==> config.mk <==
export PLATFORM = sky130hd
export DESIGN_NAME = sdram_port_arbiter_flat
export DESIGN_NICKNAME = d
export VERILOG_FILES = /design/src/rtl/sdram_port_arbiter_pkg.sv /design/src/rtl/sdram_port_arbiter_if.sv /design/src/rtl/sdram_port_arbiter_vid_packer.sv /design/src/rtl/sdram_port_arbiter.sv /design/src/flat_wrapper.sv
export SDC_FILE = /design/constraint.sdc
export NUM_CORES = 1
export LEC_CHECK = 0
export CAP_MARGIN = 5
export CELL_PAD_IN_SITES_DETAIL_PLACEMENT = 1
export CELL_PAD_IN_SITES_GLOBAL_PLACEMENT = 2
export CORE_MARGIN = 4
export CORE_UTILIZATION = 30
export CTS_CLUSTER_DIAMETER = 150
export DETAILED_ROUTE_END_ITERATION = 6
export PLACE_DENSITY_LB_ADDON = 0.1
export RECOVER_POWER = 100
export SETUP_SLACK_MARGIN = 0.2
export SLEW_MARGIN = 10
export SYNTH_ARGS = -nofsm -noshare
export SYNTH_HDL_FRONTEND = slang
export SYNTH_HIERARCHICAL = 1
export SYNTH_SLANG_ARGS = --single-unit
==> constraint.sdc <==
create_clock -name clk -period 2.6 [get_ports clk]
set_input_delay 0.65 -clock clk [delete_from_list [all_inputs] [get_ports clk]]
set_output_delay 0.65 -clock clk [all_outputs]
set_load 0.02 [all_outputs]
==> src/rtl/sdram_port_arbiter_pkg.sv <==
// Shared command codes, burst-owner encoding and default geometry for the SDRAM port arbiter.
package sdram_pkg;

    typedef enum logic [1:0] {
        CMD_NOP   = 2'b00,
        CMD_WR256 = 2'b01,
        CMD_RD32  = 2'b10,
        CMD_RD256 = 2'b11
    } sys_cmd_t;

    typedef enum logic {
        OWN_VIDEO = 1'b0,
        OWN_CACHE = 1'b1
    } owner_t;

    // 640*480 pixels / 32-byte bursts / 8 -> 1200 bursts per frame
    localparam int unsigned DEF_VID_LAST     = 1199;
    localparam logic [7:0]  DEF_VID_BASE     = 8'h80;
    localparam int unsigned DEF_STARVE_LIMIT = 64;

    function automatic logic [11:0] vid_next(input logic [11:0] cur, input logic [11:0] last);
        return (cur == last) ? 12'd0 : cur + 12'd1;
    endfunction

endpackage

==> src/rtl/sdram_port_arbiter_if.sv <==
// Command/acknowledge/beat bus between the arbiter (master) and the SDRAM_16bit controller (slave).
interface sdram_port_arbiter_if;

    logic [1:0]  sys_cmd;
    logic [22:0] sys_addr;
    logic [1:0]  sys_cmd_ack;
    logic        sys_rd_data_valid;
    logic        sys_wr_data_valid;
    logic [15:0] sys_dout;

    modport master (
        output sys_cmd,
        output sys_addr,
        input  sys_cmd_ack,
        input  sys_rd_data_valid,
        input  sys_wr_data_valid,
        input  sys_dout
    );

    modport slave (
        input  sys_cmd,
        input  sys_addr,
        output sys_cmd_ack,
        output sys_rd_data_valid,
        output sys_wr_data_valid,
        output sys_dout
    );

endinterface

==> src/rtl/sdram_port_arbiter_vid_packer.sv <==
// Packs pairs of 16-bit video read beats into 32-bit video queue words {second, first}.
module vid_packer
    import sdram_pkg::*;
(
    input  logic        clk,
    input  logic        rst,
    input  logic        ack_edge,
    input  owner_t      owner,
    input  logic        rd_valid,
    input  logic [15:0] beat,
    output logic        vq_wr_en,
    output logic [31:0] vq_data
);

    logic        half;
    logic [15:0] held;
    logic        beat_valid;

    assign beat_valid = (owner == OWN_VIDEO) && rd_valid;

    // A new burst always starts on the low half, so an odd leftover beat is discarded.
    always_ff @(posedge clk or negedge rst) begin
        if (!rst) begin
            half     <= 1'b0;
            held     <= '0;
            vq_wr_en <= 1'b0;
            vq_data  <= '0;
        end else begin
            vq_wr_en <= 1'b0;
            if (ack_edge) begin
                half <= 1'b0;
            end else if (beat_valid) begin
                if (!half) begin
                    held <= beat;
                    half <= 1'b1;
                end else begin
                    vq_data  <= {beat, held};
                    vq_wr_en <= 1'b1;
                    half     <= 1'b0;
                end
            end
        end
    end

endmodule

==> src/rtl/sdram_port_arbiter.sv <==
// SDRAM command arbiter between the video queue and the cache line engine.
// Optional macro SDRAM_VSYNC_RESYNC_EN: realign the video burst index to 0 on vsync.
module sdram_port_arbiter
    import sdram_pkg::*;
#(
    parameter int unsigned VID_LAST     = DEF_VID_LAST,
    parameter logic [7:0]  VID_BASE     = DEF_VID_BASE,
    parameter int unsigned STARVE_LIMIT = DEF_STARVE_LIMIT
) (
    input  logic                 clk,
    input  logic                 rst,
    sdram_port_arbiter_if.master sdram,
    input  logic                 vq_almost_empty,
    input  logic                 cache_wr_req,
    input  logic                 cache_rd_req,
    input  logic [16:0]          cache_waddr,
    input  logic [16:0]          cpu_line_addr,
    input  logic                 vsync,
    output logic                 vq_wr_en,
    output logic [31:0]          vq_data,
    output logic                 cache_write_data,
    output logic                 cache_read_data,
    output logic [11:0]          vid_addr
);

    localparam int unsigned SW = $clog2(STARVE_LIMIT + 1);
    localparam logic [11:0] VID_LAST_W = 12'(VID_LAST);

    sys_cmd_t      cmd_r;
    logic [SW-1:0] starve_cnt;
    owner_t        owner;
    logic          ack_idle;
    logic          cache_pend;
    sys_cmd_t      cache_cmd;
    logic          ack_edge;
    logic          vid_ack_edge;

    always_comb begin
        cache_pend = cache_wr_req | cache_rd_req;
        if (cache_wr_req)      cache_cmd = CMD_WR256;
        else if (cache_rd_req) cache_cmd = CMD_RD256;
        else                   cache_cmd = CMD_NOP;
    end

    // Starved cache requests get one forced slot, after which video regains priority.
    always_ff @(posedge clk or negedge rst) begin
        if (!rst) begin
            cmd_r      <= CMD_NOP;
            starve_cnt <= '0;
        end else if (cache_pend && (!vq_almost_empty || starve_cnt == SW'(STARVE_LIMIT))) begin
            cmd_r      <= cache_cmd;
            starve_cnt <= '0;
        end else if (vq_almost_empty) begin
            cmd_r      <= CMD_RD32;
            starve_cnt <= cache_pend ? starve_cnt + 1'b1 : '0;
        end else begin
            cmd_r      <= CMD_NOP;
            starve_cnt <= '0;
        end
    end

    assign sdram.sys_cmd = cmd_r;

    always_comb begin
        sdram.sys_addr = '0;
        unique case (cmd_r)
            CMD_WR256: sdram.sys_addr = {cache_waddr, 6'b0};
            CMD_RD32:  sdram.sys_addr = {VID_BASE, vid_addr, 3'b0};
            CMD_RD256: sdram.sys_addr = {cpu_line_addr, 6'b0};
            default:   sdram.sys_addr = '0;
        endcase
    end

    assign ack_edge     = ack_idle && (sdram.sys_cmd_ack != 2'b00);
    assign vid_ack_edge = ack_edge && (sdram.sys_cmd_ack == 2'b10);

    always_ff @(posedge clk or negedge rst) begin
        if (!rst) begin
            ack_idle <= 1'b1;
            owner    <= OWN_VIDEO;
        end else begin
            ack_idle <= (sdram.sys_cmd_ack == 2'b00);
            if (ack_edge)
                owner <= (sdram.sys_cmd_ack == 2'b10) ? OWN_VIDEO : OWN_CACHE;
        end
    end

`ifdef SDRAM_VSYNC_RESYNC_EN
    logic [1:0] vs_sync;
    logic       vs_prev;
    logic       resync_pend;
    logic       vs_rise;

    assign vs_rise = vs_sync[1] && !vs_prev;

    // A rise coincident with an ack edge stays pending for the following burst.
    always_ff @(posedge clk or negedge rst) begin
        if (!rst) begin
            vs_sync     <= '0;
            vs_prev     <= 1'b0;
            resync_pend <= 1'b0;
            vid_addr    <= '0;
        end else begin
            vs_sync     <= {vs_sync[0], vsync};
            vs_prev     <= vs_sync[1];
            resync_pend <= (resync_pend && !vid_ack_edge) || vs_rise;
            if (vid_ack_edge)
                vid_addr <= resync_pend ? 12'd0 : vid_next(vid_addr, VID_LAST_W);
        end
    end
`else
    logic unused_vsync;
    assign unused_vsync = vsync;

    always_ff @(posedge clk or negedge rst) begin
        if (!rst)
            vid_addr <= '0;
        else if (vid_ack_edge)
            vid_addr <= vid_next(vid_addr, VID_LAST_W);
    end
`endif

    assign cache_write_data = (owner == OWN_CACHE) && sdram.sys_rd_data_valid;
    assign cache_read_data  = (owner == OWN_CACHE) && sdram.sys_wr_data_valid;

    vid_packer u_vid_packer (
        .clk      (clk),
        .rst      (rst),
        .ack_edge (ack_edge),
        .owner    (owner),
        .rd_valid (sdram.sys_rd_data_valid),
        .beat     (sdram.sys_dout),
        .vq_wr_en (vq_wr_en),
        .vq_data  (vq_data)
    );

endmodule

==> src/flat_wrapper.sv <==
// flat-port wrapper written by rule: the top's interface ports become plain ports
module sdram_port_arbiter_flat import sdram_pkg::*;
#(
    parameter int unsigned VID_LAST     = DEF_VID_LAST,
    parameter logic [7:0]  VID_BASE     = DEF_VID_BASE,
    parameter int unsigned STARVE_LIMIT = DEF_STARVE_LIMIT
)
  (clk, rst, vq_almost_empty, cache_wr_req, cache_rd_req, cache_waddr, cpu_line_addr, vsync, vq_wr_en, vq_data, cache_write_data, cache_read_data, vid_addr, sdram_sys_cmd, sdram_sys_addr, sdram_sys_cmd_ack, sdram_sys_rd_data_valid, sdram_sys_wr_data_valid, sdram_sys_dout);
  sdram_port_arbiter_if sdram_i ();
  input  logic clk;
  input  logic rst;
  input  logic vq_almost_empty;
  input  logic cache_wr_req;
  input  logic cache_rd_req;
  input  logic [16:0] cache_waddr;
  input  logic [16:0] cpu_line_addr;
  input  logic vsync;
  output logic vq_wr_en;
  output logic [31:0] vq_data;
  output logic cache_write_data;
  output logic cache_read_data;
  output logic [11:0] vid_addr;
  output wire logic [$bits(sdram_i.sys_cmd)-1:0] sdram_sys_cmd;
  output wire logic [$bits(sdram_i.sys_addr)-1:0] sdram_sys_addr;
  input wire logic [$bits(sdram_i.sys_cmd_ack)-1:0] sdram_sys_cmd_ack;
  input wire logic [$bits(sdram_i.sys_rd_data_valid)-1:0] sdram_sys_rd_data_valid;
  input wire logic [$bits(sdram_i.sys_wr_data_valid)-1:0] sdram_sys_wr_data_valid;
  input wire logic [$bits(sdram_i.sys_dout)-1:0] sdram_sys_dout;
  assign sdram_sys_cmd = sdram_i.sys_cmd;
  assign sdram_sys_addr = sdram_i.sys_addr;
  assign sdram_i.sys_cmd_ack = sdram_sys_cmd_ack;
  assign sdram_i.sys_rd_data_valid = sdram_sys_rd_data_valid;
  assign sdram_i.sys_wr_data_valid = sdram_sys_wr_data_valid;
  assign sdram_i.sys_dout = sdram_sys_dout;
  sdram_port_arbiter #(.VID_LAST(VID_LAST), .VID_BASE(VID_BASE), .STARVE_LIMIT(STARVE_LIMIT)) u_core (.clk(clk), .rst(rst), .sdram(sdram_i), .vq_almost_empty(vq_almost_empty), .cache_wr_req(cache_wr_req), .cache_rd_req(cache_rd_req), .cache_waddr(cache_waddr), .cpu_line_addr(cpu_line_addr), .vsync(vsync), .vq_wr_en(vq_wr_en), .vq_data(vq_data), .cache_write_data(cache_write_data), .cache_read_data(cache_read_data), .vid_addr(vid_addr));
endmodule
; Yosys cells after proc, flatten, opt, wreduce, memory -nomap -nowiden
; Cells that the tools add are included.
[word_totals]
register_bits = 73
wordCells = 50
[classes]
addsub = 2
eq_ne = 6
muxes = 16
n_bitwise = 4
reduce_logical = 13
[op_table]
columns = op, count
row1 = one-hot mux 23 bit (3 select lines), 1
row2 = 2-to-1 mux 7 bit, 3
row3 = "adder 12 x 1 -> 12 bit, second input constant", 1
row4 = "== test 12 x 11 -> 1 bit, second input constant", 1
row5 = 2-to-1 mux 12 bit, 1
row6 = 2-to-1 mux 2 bit, 4
row7 = "adder 7 x 1 -> 7 bit, second input constant", 1
row8 = "== test 7 bit, second input constant", 1
row9 = 2-to-1 mux 1 bit, 7
row10 = "== test 2 bit, second input constant", 3
row11 = logical AND 1 bit, 6
row12 = AND reduction 3 bit, 2
row13 = nonzero test 2 bit, 2
row14 = inverter 1 bit, 3
row15 = "== test 2 x 1 -> 1 bit, second input constant", 1
row16 = zero test 2 bit, 1
row17 = zero test 1 bit, 1
row18 = logical OR 1 bit, 1
row19 = OR 1 bit, 1

; Depth between registers and ports, before layout
[depth]
depth_word = 4
depth_mapped = 5
depth_no_buf = 5

; Cells and area by module
; Netlist, hierarchy kept.
[by_module_without_submodules]
columns = mod, n_inst, cells_each, area_per_inst_um2
row1 = vid_packer, 1, 107, 1894.3
row2 = sdram_port_arbiter, 1, 156, 1483.9

; Least setup slack after synthesis
; No wires, ideal clock.
[synth_path]
path_type = reg-to-output
startpoint = reg u_core.cmd_r[1] (netlist: u_core/sdram.sys_cmd[1])
endpoint = out sdram_sys_addr[8]
arrival_time_ns = 1.522
path_slack_ns = 0.428
path_stages_with_launch = 5
n_path_buf = 2
cell_sequence = dfrtp_1 > buf_2 > buf_2 > mux2_2 > a22o_1
[synth_between]
elab_chain_cells = 2
[synth_rtl]
columns = item, line
row1 = from (decl), sdram_port_arbiter.sv:29  ; sys_cmd_t cmd_r;
row2 = from (signal assigned), sdram_port_arbiter.sv:51  ; cmd_r <= cache_cmd;
row3 = == test 2 bit / == test 2 x 1 -> 1 bit (equally long branches), sdram_port_arbiter.sv:66  ; unique case (cmd_r)
row4 = one-hot mux 23 bit (3 select lines) *, sdram_port_arbiter.sv:66
row5 = to (decl), flat_wrapper.sv:24  ; output wire logic [$bits(sdram_i.sys_addr)-1:0] sdram_sys_addr;
; Every way passes the cells marked *; elsewhere a longest branch is shown, timed or not.

; Worst setup path in the final report
[layout_path]
startpoint = in cache_waddr[16]
endpoint = out sdram_sys_addr[22]
[layout_between]
elab_chain_cells = 1
[layout_rtl]
columns = item, line
row1 = from (decl), flat_wrapper.sv:15  ; input logic [16:0] cache_waddr;
row2 = one-hot mux 23 bit (3 select lines), sdram_port_arbiter.sv:66
; Every way passes these cells.

==> flow_summary.toml <==
[final_layout]
finalNonFillerCells = 545
layout.nets = 463
syn2layout_area_growth_pct = 49.3
fin_util_pct = 46.1
antennaDiodeCount = 0
drive_above_1_share_pct = 23.0

[cts]
cts.path.max_buffers = 2
cts_buffers = 9
root_buffer = "clkbuf_16"
post_cts_buffers = 0
cts.sinks = 73
ctsHtreeMaxLevel = 3
cts_tree = "yes"
clock_latency_ps = 320
clk_transition_reported_paths_ps = 60

[timing]
fin_worst_skew_ps = 6.51
finalSetupViolCount = 0
fmax_ghz = 0.420
worst_slew_pin_slew_ps = 1050
rsz0062_at_grt = "no"
period_minus_slack_ps = 2380
setup_ws_ps = 220
slew_headroom_pct = 29.9
slew_violations = 0
hold_violations = 0
period_share_pct = 91.5

[power]
leakage_nw = 2.26
p_per_area_nw_per_um2 = 919
p_total_mw = 4.63
ir_drop_uv = 453

[place]
dp_cells = 529
gp_congestion = 0.735
portBuffers = 127
dp_slack_ps = -127
dpl.hpwl_um = 6630

[global_route]
grt_pass1_vias = 2794
grt_use_total_pct = 14.0
grt_overflow = 0
grt_first_pass_wirelength_um = 14400
grt_max_degree = 41
antenna_found_initial = 0

[logic_synthesis]
ys.flop_type = "dfrtp_1"
synthCells = 263
synth_warnings = 6
yosys_register_bits = 73
synth_area_sq_um = 3380
ys_seq_area_share_pct = 54.1
async_reset_ff_share_pct = 100
synth_edf_count = 0
synth_cell_types = 41
syn_avg_cell_area_sq_um = 12.8

[floorplanning]
rows = 38
die_w_um = 114
initial_core_util_pct = 30.9
dieArea_sq_um = 13000
ios = 132
die_h_um = 114
coreArea_sq_um = 10900

[detailed_routing]
drt_iter0_drc = 58
ant_nets = 0
via_per_inst = 4.66
vias = 2542
dr.pass1.iters = 4
drt-total-wl_um = 8880
post-route-drc-count = 0
routedWlPerCell_um = 16.3

[hold_path]
worstHoldPathType = "flop to flop"
hold_depth = 1
worstHoldEndpoint = "u_core/starve_cnt[0]"
min-delay-start = "u_core/starve_cnt[0]"

[setup_path]
cpLargestDelayFamily = "buffers and inverters"
path_class = "primary input to output pin"
reg2reg_from = "u_core/owner"
reg2reg_slack_ps = 800
start_kind = "primary input"
cp_max_fo = 1
cp-end-kind = "output pin"
path_depth = 4
cp_cell_sequence = "dlygate4sd3_1, a21oi_1, a31oi_1, dlygate4sd2_1"
cp.buffers_inverters = 2
critical_path.slowest_cell = "dlygate4sd3_1"
cp_data_required_time_ps = 1950
r2r-end = "u_core/u_vid_packer/held[12]"
crit_arrival_ps = 1730
worstRegToRegCells = 3
slowest_delay_ps = 530

[run_status]
status = "complete, no violations"

[job]
max-cap-violations = 0
[how the worst max path moves through the flow]
stage                                        from  slack [ps]            endpoint
after detailed placement           cache_waddr[3]        -130   sdram_sys_addr[9]
after CTS                          cache_waddr[3]         100   sdram_sys_addr[9]
after global placement           cpu_line_addr[3]        -120   sdram_sys_addr[9]
after global routing      u_core/sdram.sys_cmd[1]         110   sdram_sys_addr[8]
after floorplan           u_core/sdram.sys_cmd[1]         430   sdram_sys_addr[8]
final                             cache_waddr[16]         220  sdram_sys_addr[22]
[kinds of logic after synthesis]
family / after synthesis / synth area share (%)
AOI/OAI and AO/OA: 21 / 4.44
other: 1 / 0.111
muxes: 64 / 21.1
xor gates and xnor gates: 14 / 3.63
buffers and inverters: 22 / 3.85
adders and majority gates: 3 / 1.11
and+or+nand+nor: 65 / 11.7
DFF: 73 / 54.1
[flip-flops by register name, indices dropped and copies added, names as in the netlist, 2 cells and up]
register                     count
u_core/vid_addr                 12
u_core/starve_cnt                7
u_core/u_vid_packer/held        16
u_core/u_vid_packer/vq_data     32
u_core/sdram.sys_cmd             2
[layout by cell type, fill, tap and decap left out, types with 5 or more instances in the layout]
master,synthesis,final
mux2_2,57,57
or3_1,4,5
xnor2_1,7,7
nand2_1,6,6
nor2b_1,9,9
inv_1,9,9
mux2i_1,7,7
xor2_1,7,7
clkdlybuf4s50_1,0,46
nor2_1,18,18
buf_2,2,5
dlygate4sd2_1,0,10
clkbuf_16,0,9
nand3_1,5,5
dlygate4sd3_1,0,58
a22o_1,8,8
clkbuf_1,3,10
dfrtp_1,72,72
[routing by layer]
metal	routed length (um)	global-route usage, %
met1	3630	16.7
met2	4620	23.9
met3	447	3.65
met4	183	5.70
met5	0	0
[cell type report]
cell class	count	area, sq um
clock buffer	10	229
clock inverter	6	90.1
fill	1168	5890
inverter	9	33.8
multi-input combinational	170	1420
sequential	73	1830
tap	140	175
timing repair buffer	137	1270
[repair_timing]
action                                  in CTS  in global routing
hold buffers                                 0                  0
endpoints found under the setup margin      22                 20
pin swaps                                    0                  1
gates resized for setup                     41                 13
endpoints found under the hold margin        0                  0
[cell usage after synthesis, drive strengths merged, types with 5 or more instances]
library cell	number	share of area (%)
dfrtp	72	53
mux2	57	19
nor2	18	2.0
buf	10	2.5
a22o	9	2.4
inv	9	1.0
nor2b	9	1.7
mux2i	7	2.1
xnor2	7	1.8
xor2	7	1.8
nand2	6	0.67
and2	5	0.93
nand3	5	0.74
or3	5	1.1
[through the flow]
step                      cell area, sq um  setup TNS [ps]  hold slack (ps)
after CTS                             5130               0              314
after global placement                4830           -1430              474
after floorplan                       3390               0              354
final                                 5040               0              484
after global routing                  5040               0              513
after detailed placement              4830           -1500              479
[power by group]
part	internal, mW	switching, mW
combinational	0.808	0.743
sequential	1.54	0.224
clock	0.844	0.475
Power figures use the tool's default switching activity.
